==> config.mk <==
export PLATFORM = sky130hd
export DESIGN_NAME = glb_port_arbiter
export DESIGN_NICKNAME = d
export VERILOG_FILES = /design/src/rtl/glb_port_arbiter.sv
export SDC_FILE = /design/constraint.sdc
export NUM_CORES = 1
export LEC_CHECK = 0
export ABC_AREA = 1
export CAP_MARGIN = 15
export CORE_ASPECT_RATIO = 0.7
export CORE_MARGIN = 3
export CORE_UTILIZATION = 40
export CTS_BUF_LIST = sky130_fd_sc_hd__clkbuf_2
export DETAILED_ROUTE_END_ITERATION = 8
export PLACE_DENSITY = 0.81
export SETUP_SLACK_MARGIN = 0.4
export SLEW_MARGIN = 20
export SYNTH_ARGS = -nofsm -noshare
export SYNTH_HDL_FRONTEND = slang
export SYNTH_SLANG_ARGS = --single-unit
==> constraint.sdc <==
create_clock -name clk -period 2.9 [get_ports clk]
set_input_delay 0.58 -clock clk [delete_from_list [all_inputs] [get_ports clk]]
set_output_delay 0.58 -clock clk [all_outputs]
set_load 0.02 [all_outputs]
==> src/rtl/glb_port_arbiter.sv <==
// -----------------------------------------------------------------------------
// glb_port_arbiter
//
// Shares the single GLB SRAM port among four NoC-controller streams using
// round-robin arbitration, one access per cycle. SRAM-side outputs are
// registered. Read data returns on a shared bus, tagged with a per-stream
// rvalid pulse, RD_LATENCY+2 cycles after the grant.
//
// Requester indices: 0 ifmap, 1 filter, 2 ipsum, 3 opsum (write only).
//
// Ports
//   clk, reset                 clock, synchronous active-high reset
//   <s>_req / <s>_addr         level request held until granted, address
//   opsum_wdata                opsum write data
//   <s>_gnt                    request accepted this cycle (combinational)
//   <s>_rvalid                 rdata belongs to stream <s> this cycle
//   rdata                      shared registered read-return bus
//   glb_en/we/addr/wdata       registered SRAM command
//   glb_rdata                  SRAM read data
//   busy                       access issued or read still in flight
// -----------------------------------------------------------------------------
module glb_port_arbiter #(
    parameter int ADDR_WIDTH = 20,
    parameter int DATA_WIDTH = 16,
    parameter int RD_LATENCY = 1
) (
    input  logic                  clk,
    input  logic                  reset,

    input  logic                  ifmap_req,
    input  logic [ADDR_WIDTH-1:0] ifmap_addr,
    output logic                  ifmap_gnt,
    output logic                  ifmap_rvalid,

    input  logic                  filter_req,
    input  logic [ADDR_WIDTH-1:0] filter_addr,
    output logic                  filter_gnt,
    output logic                  filter_rvalid,

    input  logic                  ipsum_req,
    input  logic [ADDR_WIDTH-1:0] ipsum_addr,
    output logic                  ipsum_gnt,
    output logic                  ipsum_rvalid,

    input  logic                  opsum_req,
    input  logic [ADDR_WIDTH-1:0] opsum_addr,
    input  logic [DATA_WIDTH-1:0] opsum_wdata,
    output logic                  opsum_gnt,

    output logic [DATA_WIDTH-1:0] rdata,

    output logic                  glb_en,
    output logic                  glb_we,
    output logic [ADDR_WIDTH-1:0] glb_addr,
    output logic [DATA_WIDTH-1:0] glb_wdata,
    input  logic [DATA_WIDTH-1:0] glb_rdata,

    output logic                  busy
);

    localparam int NSTG = RD_LATENCY + 1;
    localparam logic [1:0] ID_OPSUM = 2'd3;

    logic [1:0]            ptr;
    logic [3:0]            req_vec;
    logic [3:0]            gnt_vec;
    logic [1:0]            win;
    logic [1:0]            scan_idx;
    logic                  any_req;
    logic                  gnt_ok;
    logic [ADDR_WIDTH-1:0] sel_addr;

    logic [NSTG-1:0]       pipe_vld;
    logic [1:0]            pipe_id [NSTG];
    logic [3:0]            rvalid_q;

    assign req_vec = {opsum_req, ipsum_req, filter_req, ifmap_req};

    // Scan offsets from highest to lowest so the requester nearest to ptr
    // (offset 0 upward) is the last one written and therefore wins.
    always_comb begin
        win      = 2'd0;
        any_req  = 1'b0;
        scan_idx = 2'd0;
        for (int i = 3; i >= 0; i--) begin
            scan_idx = ptr + 2'(i);
            if (req_vec[scan_idx]) begin
                win     = scan_idx;
                any_req = 1'b1;
            end
        end
    end

    // Requests seen while reset is high are not accepted.
    assign gnt_ok = any_req && !reset;

    always_comb begin
        gnt_vec = 4'b0000;
        if (gnt_ok) begin
            gnt_vec[win] = 1'b1;
        end
    end

    assign ifmap_gnt  = gnt_vec[0];
    assign filter_gnt = gnt_vec[1];
    assign ipsum_gnt  = gnt_vec[2];
    assign opsum_gnt  = gnt_vec[3];

    always_comb begin
        sel_addr = ifmap_addr;
        case (win)
            2'd1:    sel_addr = filter_addr;
            2'd2:    sel_addr = ipsum_addr;
            2'd3:    sel_addr = opsum_addr;
            default: sel_addr = ifmap_addr;
        endcase
    end

    // SRAM command issue and round-robin pointer.
    always_ff @(posedge clk) begin
        if (reset) begin
            ptr       <= 2'd0;
            glb_en    <= 1'b0;
            glb_we    <= 1'b0;
            glb_addr  <= '0;
            glb_wdata <= '0;
        end else begin
            glb_en <= gnt_ok;
            glb_we <= gnt_ok && (win == ID_OPSUM);
            if (gnt_ok) begin
                ptr      <= win + 2'd1;
                glb_addr <= sel_addr;
            end
            // Write data is only refreshed by writes; reads leave it alone.
            if (gnt_ok && (win == ID_OPSUM)) begin
                glb_wdata <= opsum_wdata;
            end
        end
    end

    // Return pipeline: stage k is valid in cycle grant+1+k. The last stage
    // coincides with glb_rdata being valid, so rdata/rvalid appear one cycle
    // later from their own registers.
    always_ff @(posedge clk) begin
        if (reset) begin
            pipe_vld <= '0;
            for (int k = 0; k < NSTG; k++) begin
                pipe_id[k] <= 2'd0;
            end
            rvalid_q <= 4'b0000;
            rdata    <= '0;
        end else begin
            pipe_vld[0] <= gnt_ok && (win != ID_OPSUM);
            pipe_id[0]  <= win;
            for (int k = 1; k < NSTG; k++) begin
                pipe_vld[k] <= pipe_vld[k-1];
                pipe_id[k]  <= pipe_id[k-1];
            end
            rvalid_q <= 4'b0000;
            if (pipe_vld[NSTG-1]) begin
                rvalid_q[pipe_id[NSTG-1]] <= 1'b1;
                rdata                     <= glb_rdata;
            end
        end
    end

    assign ifmap_rvalid  = rvalid_q[0];
    assign filter_rvalid = rvalid_q[1];
    assign ipsum_rvalid  = rvalid_q[2];

    assign busy = glb_en | (|pipe_vld);

endmodule

==> metrics, run 1 <==
crit end category primary output; GRT overflow 0; Die ar. 9421 µm²; commonest non-fill, non-tap cell in the layout clkdlybuf4s50_1; global-route wire length before repair 16,910 µm; Crit Path Class reg2out; CTS Buf Count 9; initial antenna violation count 0; startpoint types flip-flop; clk_lat worst skew 510 ps; Rows 27; Final Skew 35.51 ps; Clk pwr share 10.2%; Post-CTS Hold Buffers 0; status completed; Seq pwr share 21.9%; DRT iter0 DRCs 292; Total GRT Usage 22.64%; fin. max-slew vios 0; CTS tree built; Hold Fails Final Rpt 0; GP Congestion 0.8254; Max H-tree Level 3; sequential area share after synthesis 39.30%; DR pass1 iterations 4; Core Footprint 7939 µm²; average vias per placed instance 4.946; Pwr per Cell Area 1112 nW/µm²; cell count after synthesis 486; Internal 3.351 mW; Post-DP Area 5243 µm²; HP Class reg2reg; Req. time, crit path 2320 ps; max cap viols 0; relative slew slack 68.00%; FMAX 0.3669 GHz; worst hold slack 396.7 ps; #FFs+latches synth 65; Mapped Area 3311 µm²; Inserted Diodes 0; # DRC 0; clock-pin slew on the worst setup and hold paths 180 ps; setup TNS 0 ps; CP max FO 7; Critical Path AT 2150 ps; WL final 11,340 µm; largest net degree at the start of global routing 38; Syn Nets 609; switching share of power 46.76%; Syn. warnings 0; period utilization 93.98%; RSZ-0062 raised after global routing true; via count 3,858; Max clock buf depth 2; Post-synth EDFFs 0; most frequent cells in the layout 171 x clkdlybuf4s50_1, 130 x nand2_1, 79 x nor2_1; Area Growth Syn to Fin 71.01%; top area cells in the synthesized netlist dfxtp_1 39%, nand2_1 17%, nor2_1 9.2%; die height 82.12 µm; clock period minus worst slack 2725 ps; share of layout cells above drive strength 1 18.85%; Clock Tree Root clkbuf_2; Slew @ Worst Pin 479.5 ps; Async S/R FF share, synth 0%; vias in the first global route 3,520; Avg Cell Area, Syn 6.812 µm²; Routed wire per std cell 14.54 µm; Leak 2.438 nW; Post-DP HPWL 8082 µm; post-synth top area cell dfxtp_1; post-route cell area 5662 µm²; P_sw 2.943 mW; top_reg_cell synth dfxtp_1; maximum VDD drop 0.5660 mV; Initial Util 41.70%; clock sink count 65; fin nets 797; top cell type's share of synthesized area 39.30%; Comb power frac 67.8%; unique cell type count in the Yosys netlist 26; number of setup violations in the final report 0; Die W 114.7 µm; Port-buffer cells 179; Ports 180; antenna viol nets, final 0
## registers in the layout (all words and copies together), names as in the netlist
signal,cells
pipe_id,4
rvalid_q,3
ptr,2
rdata,16
glb_addr,20
pipe_vld,2
glb_en,1
glb_we,1
glb_wdata,16
## synth_stat cells (2+ instances only)
cell	n
buf_2	3
nand2_2	7
buf_1	2
buf_6	2
nand2_1	148
a31oi_1	20
inv_1	39
inv_2	2
a21oi_1	21
nand3_1	4
nor3_1	2
ha_1	5
nand3_2	21
dfxtp_1	65
buf_4	3
clkbuf_1	19
nand4_1	16
o21ai_0	18
nor2_1	81
buf_12	2
## through the flow
step	total power [mW]	worst slack [ps]	instances	util [%]
after CTS	5.976	185.6	778	70.21
after global routing	6.748	16.82	780	71.32
final	6.293	174.5	780	71.32
after detailed placement	4.999	-570.2	755	66.04
after global placement	4.884	-435.5	755	66.04
after floorplan	3.658	320.6	486	-
## worst max-delay path, stage by stage (launching register included)
cell and delay [ps]:
dfxtp_4 420, inv_6 90, nand2_2 50, nand2_2 100
nand2_2 80, nand2_4 110, nand2_4 60, nand2_2 70
nand2_2 70, nand2_4 100, buf_6 120, ha_4 120
inv_2 30, nor2_1 70, buf_4 150
## path summary, 6_finish.rpt
kind                  from            end  slack (ps)  cells after the start
max                 ptr[0]      ifmap_gnt         170                     14
max reg2reg         ptr[0]   glb_addr[14]         560                     18
min          pipe_id[0][1]  pipe_id[0][3]         400                      2
min reg2reg  pipe_id[0][1]  pipe_id[0][3]         400                      2
## what timing repair did
action	4_1_cts	5_1_grt
setup endpoints to repair	11	13
gates cloned	0	2
resized for setup	73	14
buffers inserted	7	0
pin swaps	21	14
## per-layer routing
layer  track usage, %  part of all wire, %
met5                0                    0
met4            7.034                  2.0
met3            7.283                  8.5
met2            40.24                   48
met1            26.27                   41
## cell families (layout without fill, tap and decap cells)
family / after synthesis / after routing / share of synthesized area, %
buf+inv: 74 / 267 / 10.51
compound gates: 59 / 59 / 9.675
fa+ha+maj: 5 / 5 / 1.890
simple gates: 283 / 283 / 38.62
flops: 65 / 65 / 39.30
## layout make-up
type | count | area (µm²)
sequential | 65 | 1309
timing repair buffer | 208 | 2077
clock buffer | 10 | 50.05
tap | 101 | 126.4
inverter | 43 | 178.9
multi-input combinational | 347 | 1829
clock inverter | 6 | 91.34
fill | 612 | 2277
## power groups by stage
stage / sequential (mW) / clock [mW] / combinational [mW]
finish: 1.38 / 0.645 / 4.27
global route: 1.42 / 0.707 / 4.62
CTS: 1.38 / 0.656 / 3.94
detailed placement: 1.39 / 0 / 3.61
global placement: 1.38 / 0 / 3.51
floorplan: 1.66 / 0 / 1.99
No activity file was read; power rests on OpenSTA's default activity.
==> run 2, diff against run 1 <==
ABC_AREA = not set   (was 1)
CORE_UTILIZATION = 38   (was 40)
PLACE_DENSITY = 0.82   (was 0.81)
==> metrics, run 2 <==
status completed; relative slew slack 43.68%; crit end category primary output; Routed wire per std cell 15.85 µm; max reg flops 20; # DRC 0; Total GRT Usage 22.00%; Hold Fails Final Rpt 0; CP max FO 4; Critical Path AT 2010 ps; Avg Cell Area, Syn 9.054 µm²; FMAX 0.3856 GHz; Final Skew 37.59 ps; Area Growth Syn to Fin 81.17%; initial antenna violation count 0; Pwr per Cell Area 596.3 nW/µm²; clock-pin slew on the worst setup and hold paths 220 ps; setup TNS 0 ps; worst hold start reset; Clock Tree Root clkbuf_2; DR pass1 iterations 4; sequential area share after synthesis 45.34%; Biggest register glb_addr; CTS Buf Count 9; FF-to-FF setup slack 740 ps; DRT iter0 DRCs 139; unique cell type count in the Yosys netlist 32; number of setup violations in the final report 0; final core utilization 73.88%; clock period minus worst slack 2593 ps; HP Class in2reg; Inserted Diodes 0; die height 78.72 µm; commonest non-fill, non-tap cell in the layout clkdlybuf4s50_1; Pwr Total 3.101 mW; clk_lat worst skew 490 ps; Post-synth EDFFs 0; top cell type's share of synthesized area 45.34%; Max H-tree Level 3; Ports 180; Regs by FF count glb_addr x20, glb_wdata x16, rdata x16; fin. max-slew vios 0; fin nets 635; Die W 109.9 µm; Port-buffer cells 179; Post-CTS Hold Buffers 0; top area cells in the synthesized netlist dfxtp_1 45%, a21oi_1 10%, mux2i_1 5.6%; WL final 9686 µm; GRT overflow 0; most numerous cell in the Yosys netlist dfxtp_1; vias in the first global route 3,034; period utilization 89.43%; synth cell count leaders 65 x dfxtp_1, 59 x a21oi_1, 34 x nand2_1, 25 x nor2b_1, 20 x a22oi_1; crit path from ipsum_req; R2R Path Start ptr[0]; Rows 25; max cap viols 0; Die ar. 8649 µm²; maximum VDD drop 0.3662 mV; via count 3,063; Slew @ Worst Pin 842.0 ps; Syn. warnings 0; most frequent cells in the layout 170 x clkdlybuf4s50_1, 63 x dfxtp_1, 57 x a21oi_1; r2r worst-path depth 11; global-route wire length before repair 14,950 µm; fill count 494; Leak 2.022 nW; share of layout cells above drive strength 1 15.09%; Async S/R FF share, synth 0%; Initial Util 40.78%; clock sink count 65; worst hold slack 454.2 ps; Core Footprint 7038 µm²; GP Congestion 0.7894; Mapped Area 2870 µm²; average vias per placed instance 5.013; antenna viol nets, final 0; CTS tree built; Max clock buf depth 2; Req. time, crit path 2320 ps; Syn Nets 440; RSZ-0062 raised after global routing true; top_reg_cell synth dfxtp_1; r2r endpoint glb_addr[15]; post-synth top area cell dfxtp_1; Crit Path Class in2out; Post-DP HPWL 7000 µm; startpoint types input pin; cell count after synthesis 317; #FFs+latches synth 65; end of the critical path ifmap_gnt; largest net degree at the start of global routing 44
==> run 2: routing by layer <==
layer / wire [µm] / track usage [%] / up-vias
li1: - / - / 1523
met1: 4040 / 26.44 / 1423
met2: 4709 / 35.84 / 108
met3: 865 / 9.504 / 9
met4: 71 / 5.978 / 0
met5: 0 / 0 / -
==> run 2: cells by family (layout without fill, tap and decap cells) <==
| kind of cell | Yosys count | in the layout | synth area share, % |
|---|---|---|---|
| buffers and inverters | 28 | 228 | 4.751 |
| AND/OR/NAND/NOR | 95 | 95 | 16.96 |
| flip-flops | 65 | 65 | 45.34 |
| adder cells (fa/ha/maj) | 5 | 5 | 2.180 |
| AO/OA/AOI/OAI | 108 | 108 | 25.20 |
| multiplexers | 16 | 16 | 5.580 |
==> run 2: where the power goes <==
part	leakage, nW	internal [mW]	switching (mW)
clock	0.106	0.460	0.336
combinational	1.38	0.656	0.570
sequential	0.535	1.01	0.0679
==> run 2: how the worst min path moves through the flow <==
stage | endpoint | slack [ps] | cells past startpoint
final | glb_we | 450 | 3
after global routing | glb_we | 390 | 3
after global placement | pipe_id[0][2] | 440 | 1
after floorplan | pipe_id[0][2] | 410 | 1
after detailed placement | rvalid_q[1] | 440 | 1
after CTS | glb_we | 380 | 3
==> run 2: cell type report <==
class,count,area (µm²),area share [%]
Inverter,2,7.507,0.1444
Timing Repair Buffer,210,2058,39.58
Sequential cell,65,1306,25.12
Clock inverter,7,142.6,2.743
Clock buffer,9,45.04,0.8662
Tap cell,94,117.6,2.262
Multi-Input combinational cell,224,1523,29.28
==> run 2: repair_timing <==
action,in CTS,in global routing
pin swaps,6,4
gates cloned,0,0
setup buffers,5,4
endpoints found under the setup margin,4,4
resized for setup,47,6
==> run 2: critical path, cell delays in order <==
cell,delay (ps)
clkdlybuf4s15_1,220
buf_4,170
nand2b_4,80
a21oi_2,60
o31ai_2,300
buf_4,180
ha_2,140
and3_1,150
buf_6,120
==> run 2: stage by stage <==
| step | area (µm²) | cells | setup WS (ps) |
|---|---|---|---|
| finish | 5200 | 611 | 306.5 |
| global route | 5200 | 611 | 221.1 |
| CTS | 5130 | 607 | 284.6 |
| detailed placement | 4843 | 586 | -489.3 |
| global placement | 4843 | 586 | -381.9 |
| floorplan | 2882 | 317 | 373.7 |
==> edit 1, RTL diff (config.mk and constraints of run 1) <==
Reset style: asynchronous (`reset`), changed in 2 clocked blocks. Comments in the files are not updated.
--- a/src/rtl/glb_port_arbiter.sv
+++ b/src/rtl/glb_port_arbiter.sv
@@ -119,3 +119,3 @@
     // SRAM command issue and round-robin pointer.
-    always_ff @(posedge clk) begin
+    always_ff @(posedge clk or posedge reset) begin
         if (reset) begin
@@ -143,3 +143,3 @@
     // later from their own registers.
-    always_ff @(posedge clk) begin
+    always_ff @(posedge clk or posedge reset) begin
         if (reset) begin
Behaviour: differs if reset is asserted again (counterexample within 4 cycles, from zero or initial values and one cycle with reset high); with reset held inactive, the same outputs for 10 cycles.
==> edit 1 against run 1 <==
Hold slack got worse by 27 ps; clock skew fell by 3.3 ps; critical endpoint is now opsum_gnt; core utilization down 0.41 points; worst setup slack lost 67 ps; cell area rose by 0.27%; wire length is 8.3% lower; sequential cell count did not move; area after synthesis rose by 1.5%; total power rose by 22%; largest cell class unchanged; cell count decreased by 12%; register-to-register slack got worse by 110 ps; non-clock buffer count decreased by 1; largest power group unchanged; highest routed layer unchanged.
==> edit 1: results (changes against run 1) <==
<table>
<tr><th>Metric</th><th>Value</th></tr>
<tr><th colspan="2">Run status</th></tr>
<tr><td>Run status</td><td>complete, no violations</td></tr>
<tr><th colspan="2">Setup path</th></tr>
<tr><td>Startpoint of the most critical register-to-register path</td><td>ptr[0]</td></tr>
<tr><td>Family with the most delay on the worst path</td><td>buffers and inverters</td></tr>
<tr><td>Beginning of the critical path</td><td>opsum_req</td></tr>
<tr><td>Slowest cell on the critical path</td><td>sky130_fd_sc_hd__clkdlybuf4s50_1</td></tr>
<tr><td>Reg2Reg Setup Slack</td><td>450 ps (-110 ps)</td></tr>
<tr><td>Max FO, Critical Path</td><td>3 (-4)</td></tr>
<tr><th colspan="2">Timing</th></tr>
<tr><td>Fmax</td><td>0.358 GHz (-2.4%)</td></tr>
<tr><td>Setup skew after layout</td><td>32.3 ps (-3.26 ps)</td></tr>
<tr><th colspan="2">Yosys</th></tr>
<tr><td>Number of library cell types mapped by synthesis</td><td>28 (+7.7%)</td></tr>
<tr><td>Leading cell types by total area after synthesis</td><td>sky130_fd_sc_hd__dfrtp_1 (48%), sky130_fd_sc_hd__nand2_1 (16%), sky130_fd_sc_hd__nand2_2 (5.4%)</td></tr>
<tr><td>Proportion of synthesized flip-flops having asynchronous set or reset</td><td>100% (+100 points)</td></tr>
<tr><th colspan="2">Power</th></tr>
<tr><td>Switching part of the total power</td><td>46.9% (+0.14 points)</td></tr>
<tr><td>Seq group</td><td>0.00162 W (+17%)</td></tr>
<tr><td>Overall power after layout</td><td>0.00770 W (+22%)</td></tr>
<tr><td>Maximum vdd ir drop</td><td>0.679 mV (+20%)</td></tr>
<tr><td>Combinational Power Share</td><td>72.2% (+4.4 points)</td></tr>
<tr><th colspan="2">Placed design</th></tr>
<tr><td>Final GP Congestion</td><td>0.826 (about the same)</td></tr>
<tr><td>Setup slack after placement</td><td>-521 ps (+49.4 ps)</td></tr>
<tr><td>Cell area reported after detailed placement</td><td>5310 um^2 (+1.2%)</td></tr>
<tr><td>Half-perimeter wire length after placement</td><td>7.64 mm (-5.4%)</td></tr>
<tr><th colspan="2">Hold path</th></tr>
<tr><td>Hold path start</td><td>pipe_id[2]</td></tr>
<tr><th colspan="2">GRT</th></tr>
<tr><td>Tot GR Track Use</td><td>20.5% (-2.1 points)</td></tr>
<tr><td>Global-route wire length before repair</td><td>15.4 mm (-9.1%)</td></tr>
<tr><td>Number of global-route vias before repair</td><td>3203 (-9.0%)</td></tr>
<tr><th colspan="2">Final layout</th></tr>
<tr><td>Filler cell count in the final layout</td><td>613 (+0.16%)</td></tr>
<tr><td>Nets</td><td>704 (-12%)</td></tr>
<tr><th colspan="2">Routing</th></tr>
<tr><td>Via density per instance</td><td>4.95 (+0.18%)</td></tr>
<tr><td>Wire length per cell</td><td>15.1 um (+4.1%)</td></tr>
<tr><td>DRT iter0 DRCs</td><td>112 (-62%)</td></tr>
</table>
edit 1: stage by stage:
step           hold slack, ps  utilization [%]  std cells
2_1_floorplan             331                -        386
3_3_place_gp              338             66.3        665
3_5_place_dp              339             66.3        665
4_1_cts                   374             68.7        682
5_1_grt                   386             70.9        687
6_report                  369             70.9        687
edit 1: area by class of cell:
| cell class | count | area [um^2] | share of cell area (%) |
|---|---|---|---|
| clock buffer | 9 | 45.0 | 0.793 |
| clock inverter | 7 | 68.8 | 1.21 |
| multi-input combinational | 280 | 1690 | 29.7 |
| timing repair buffer | 207 | 2040 | 36.0 |
| sequential | 65 | 1630 | 28.7 |
| inverter | 18 | 76.3 | 1.34 |
| tap | 101 | 126 | 2.23 |
edit 1: logic make-up after synthesis:
group	after synthesis	share of synthesized area, %
AND/OR/NAND/NOR	210	28.4
AO/OA/AOI/OAI	65	14.4
flip-flops	65	48.4
buffers and inverters	41	6.92
adder cells (fa/ha/maj)	5	1.86
edit 1: worst paths after layout:
path | to | cells past startpoint
worst max-delay path | opsum_gnt | 15
worst min-delay path | pipe_id[0] | 0
worst max register to register | glb_addr[18] | 18
worst min register to register | pipe_id[0] | 0
max in group asynchronous | pipe_id[0] | 3
min in group asynchronous | glb_wdata[10] | 3
edit 1: per-layer routing:
metal  up-vias  track usage, %  routed length [um]
li1       1661               -                   -
met1      1599            25.3                4220
met2       134            34.9                5260
met3        10            6.99                 799
met4         0            5.16                 120
met5         -               0                   0
edit 1: what timing repair did:
item,in CTS,in global routing
buffers inserted,1,4
cloned,0,1
gates resized for setup,48,28
setup endpoints to repair,21,25
pin swaps,12,5
==> edit 2, RTL diff (settings of run 1) <==
Without the edit above. `DATA_WIDTH`: 16 -> 12.
--- a/src/rtl/glb_port_arbiter.sv
+++ b/src/rtl/glb_port_arbiter.sv
@@ -23,3 +23,3 @@
     parameter int ADDR_WIDTH = 20,
-    parameter int DATA_WIDTH = 16,
+    parameter int DATA_WIDTH = 12,
     parameter int RD_LATENCY = 1
Interface: changed (resized glb_rdata, glb_wdata, opsum_wdata and rdata); port bits go from 180 to 164. No check against the original RTL was run, so the function may have changed too.
==> edit 2 against run 1 <==
Sequential cell count fell by 8; cell area down 9.1%; die area down 13%; largest cell class unchanged; critical path depth shrank 2; area after synthesis fell by 14%; wire length down 5.4%; worst setup slack worse by 130 ps; synthesized cell count down 10%; total power shrank 9.0%; critical endpoint is now opsum_gnt; clock power is 2% lower.
==> edit 2: results (changes against run 1) <==
<table>
<tr><th>Metric</th><th>Value</th></tr>
<tr><th colspan="2">Clock tree</th></tr>
<tr><td>Number of buffers inserted to repair setup after CTS</td><td>6 (-1)</td></tr>
<tr><td>CTS-repair resized insts</td><td>68 (-6.8%)</td></tr>
<tr><td>Clock latency at the later pin of the worst-skew pair</td><td>480 ps (-30 ps)</td></tr>
<tr><th colspan="2">Run status</th></tr>
<tr><td>Run status</td><td>complete, no violations</td></tr>
<tr><th colspan="2">Yosys</th></tr>
<tr><td>Leading cell types by total area after synthesis</td><td>sky130_fd_sc_hd__dfxtp_1 (40%), sky130_fd_sc_hd__nand2_1 (17%), sky130_fd_sc_hd__nor2_1 (9.3%)</td></tr>
<tr><td>Arithmetic-cell share of the synthesized area counting full adders, half adders and majority gates</td><td>2.19% (+0.30 points)</td></tr>
<tr><td>Part of the Yosys area used for sequential elements</td><td>39.9% (+0.59 points)</td></tr>
<tr><td>Post-synthesis compound-gate area fraction</td><td>10.3% (+0.65 points)</td></tr>
<tr><th colspan="2">GRT</th></tr>
<tr><td>Maximum number of pins on one net before global-route repair</td><td>35 (-7.9%)</td></tr>
<tr><td>Tot GR Track Use</td><td>24.8% (+2.1 points)</td></tr>
<tr><td>Met2 usage</td><td>42.8% (+2.5 points)</td></tr>
<tr><td>Global-route wire length before repair</td><td>16.2 mm (-4.0%)</td></tr>
<tr><th colspan="2">Final layout</th></tr>
<tr><td>Clock buffer cells</td><td>9 (-1)</td></tr>
<tr><td>Repair and plain buffers</td><td>196 (-5.8%)</td></tr>
<tr><td>Clock network contribution to total cell area</td><td>2.87% (+0.37 points)</td></tr>
<tr><td>Final instance area</td><td>5150 um^2 (-9.1%)</td></tr>
<tr><td>Registers with the most flip-flops</td><td>glb_addr: 20 flops, glb_wdata: 12 flops, rdata: 12 flops</td></tr>
<tr><td>Reg area</td><td>1150 um^2 (-12%)</td></tr>
<tr><td>Filler cell count in the final layout</td><td>524 (-14%)</td></tr>
<tr><td>Fraction of area in multi-input gates</td><td>32.7% (+0.35 points)</td></tr>
<tr><th colspan="2">Routing</th></tr>
<tr><td>Via density per instance</td><td>4.98 (+0.69%)</td></tr>
<tr><td>Routed wire length</td><td>10.7 mm (-5.4%)</td></tr>
<tr><th colspan="2">Placed design</th></tr>
<tr><td>Cell area reported after detailed placement</td><td>4670 um^2 (-11%)</td></tr>
<tr><td>Port-buffer cells</td><td>163 (-8.9%)</td></tr>
<tr><th colspan="2">Power</th></tr>
<tr><td>Leak</td><td>2.27 nW (-6.7%)</td></tr>
<tr><td>Maximum vdd ir drop</td><td>0.540 mV (-4.7%)</td></tr>
<tr><th colspan="2">Setup path</th></tr>
<tr><td>R2R cell count</td><td>16 (-2)</td></tr>
</table>
==> edit 2: changes by cell type in the layout (fill, tap and decap cells not counted), moves of 8 or more <==
cell,change
sky130_fd_sc_hd__clkdlybuf4s50_1,-15
sky130_fd_sc_hd__dfxtp_1,-9
sky130_fd_sc_hd__nor2_1,-13
sky130_fd_sc_hd__nand3_1,+20
sky130_fd_sc_hd__nand2_2,-10
sky130_fd_sc_hd__nand3_2,-19
sky130_fd_sc_hd__nand2_4,+10
sky130_fd_sc_hd__nand2_1,-14
sky130_fd_sc_hd__buf_4,+8
==> edit 2: report_power, final <==
part | switching, W | internal, W | leakage, nW
clock | 0.000334 | 0.000294 | 0.0831
combinational | 0.00219 | 0.00170 | 1.72
sequential | 0.000164 | 0.00105 | 0.471
==> edit 2: worst paths after layout <==
| path | end | slack (ps) |
|---|---|---|
| max | opsum_gnt | 40 |
| min | pipe_id[0][3] | 400 |
| max reg2reg | glb_addr[3] | 540 |
| min reg2reg | pipe_id[0][3] | 400 |
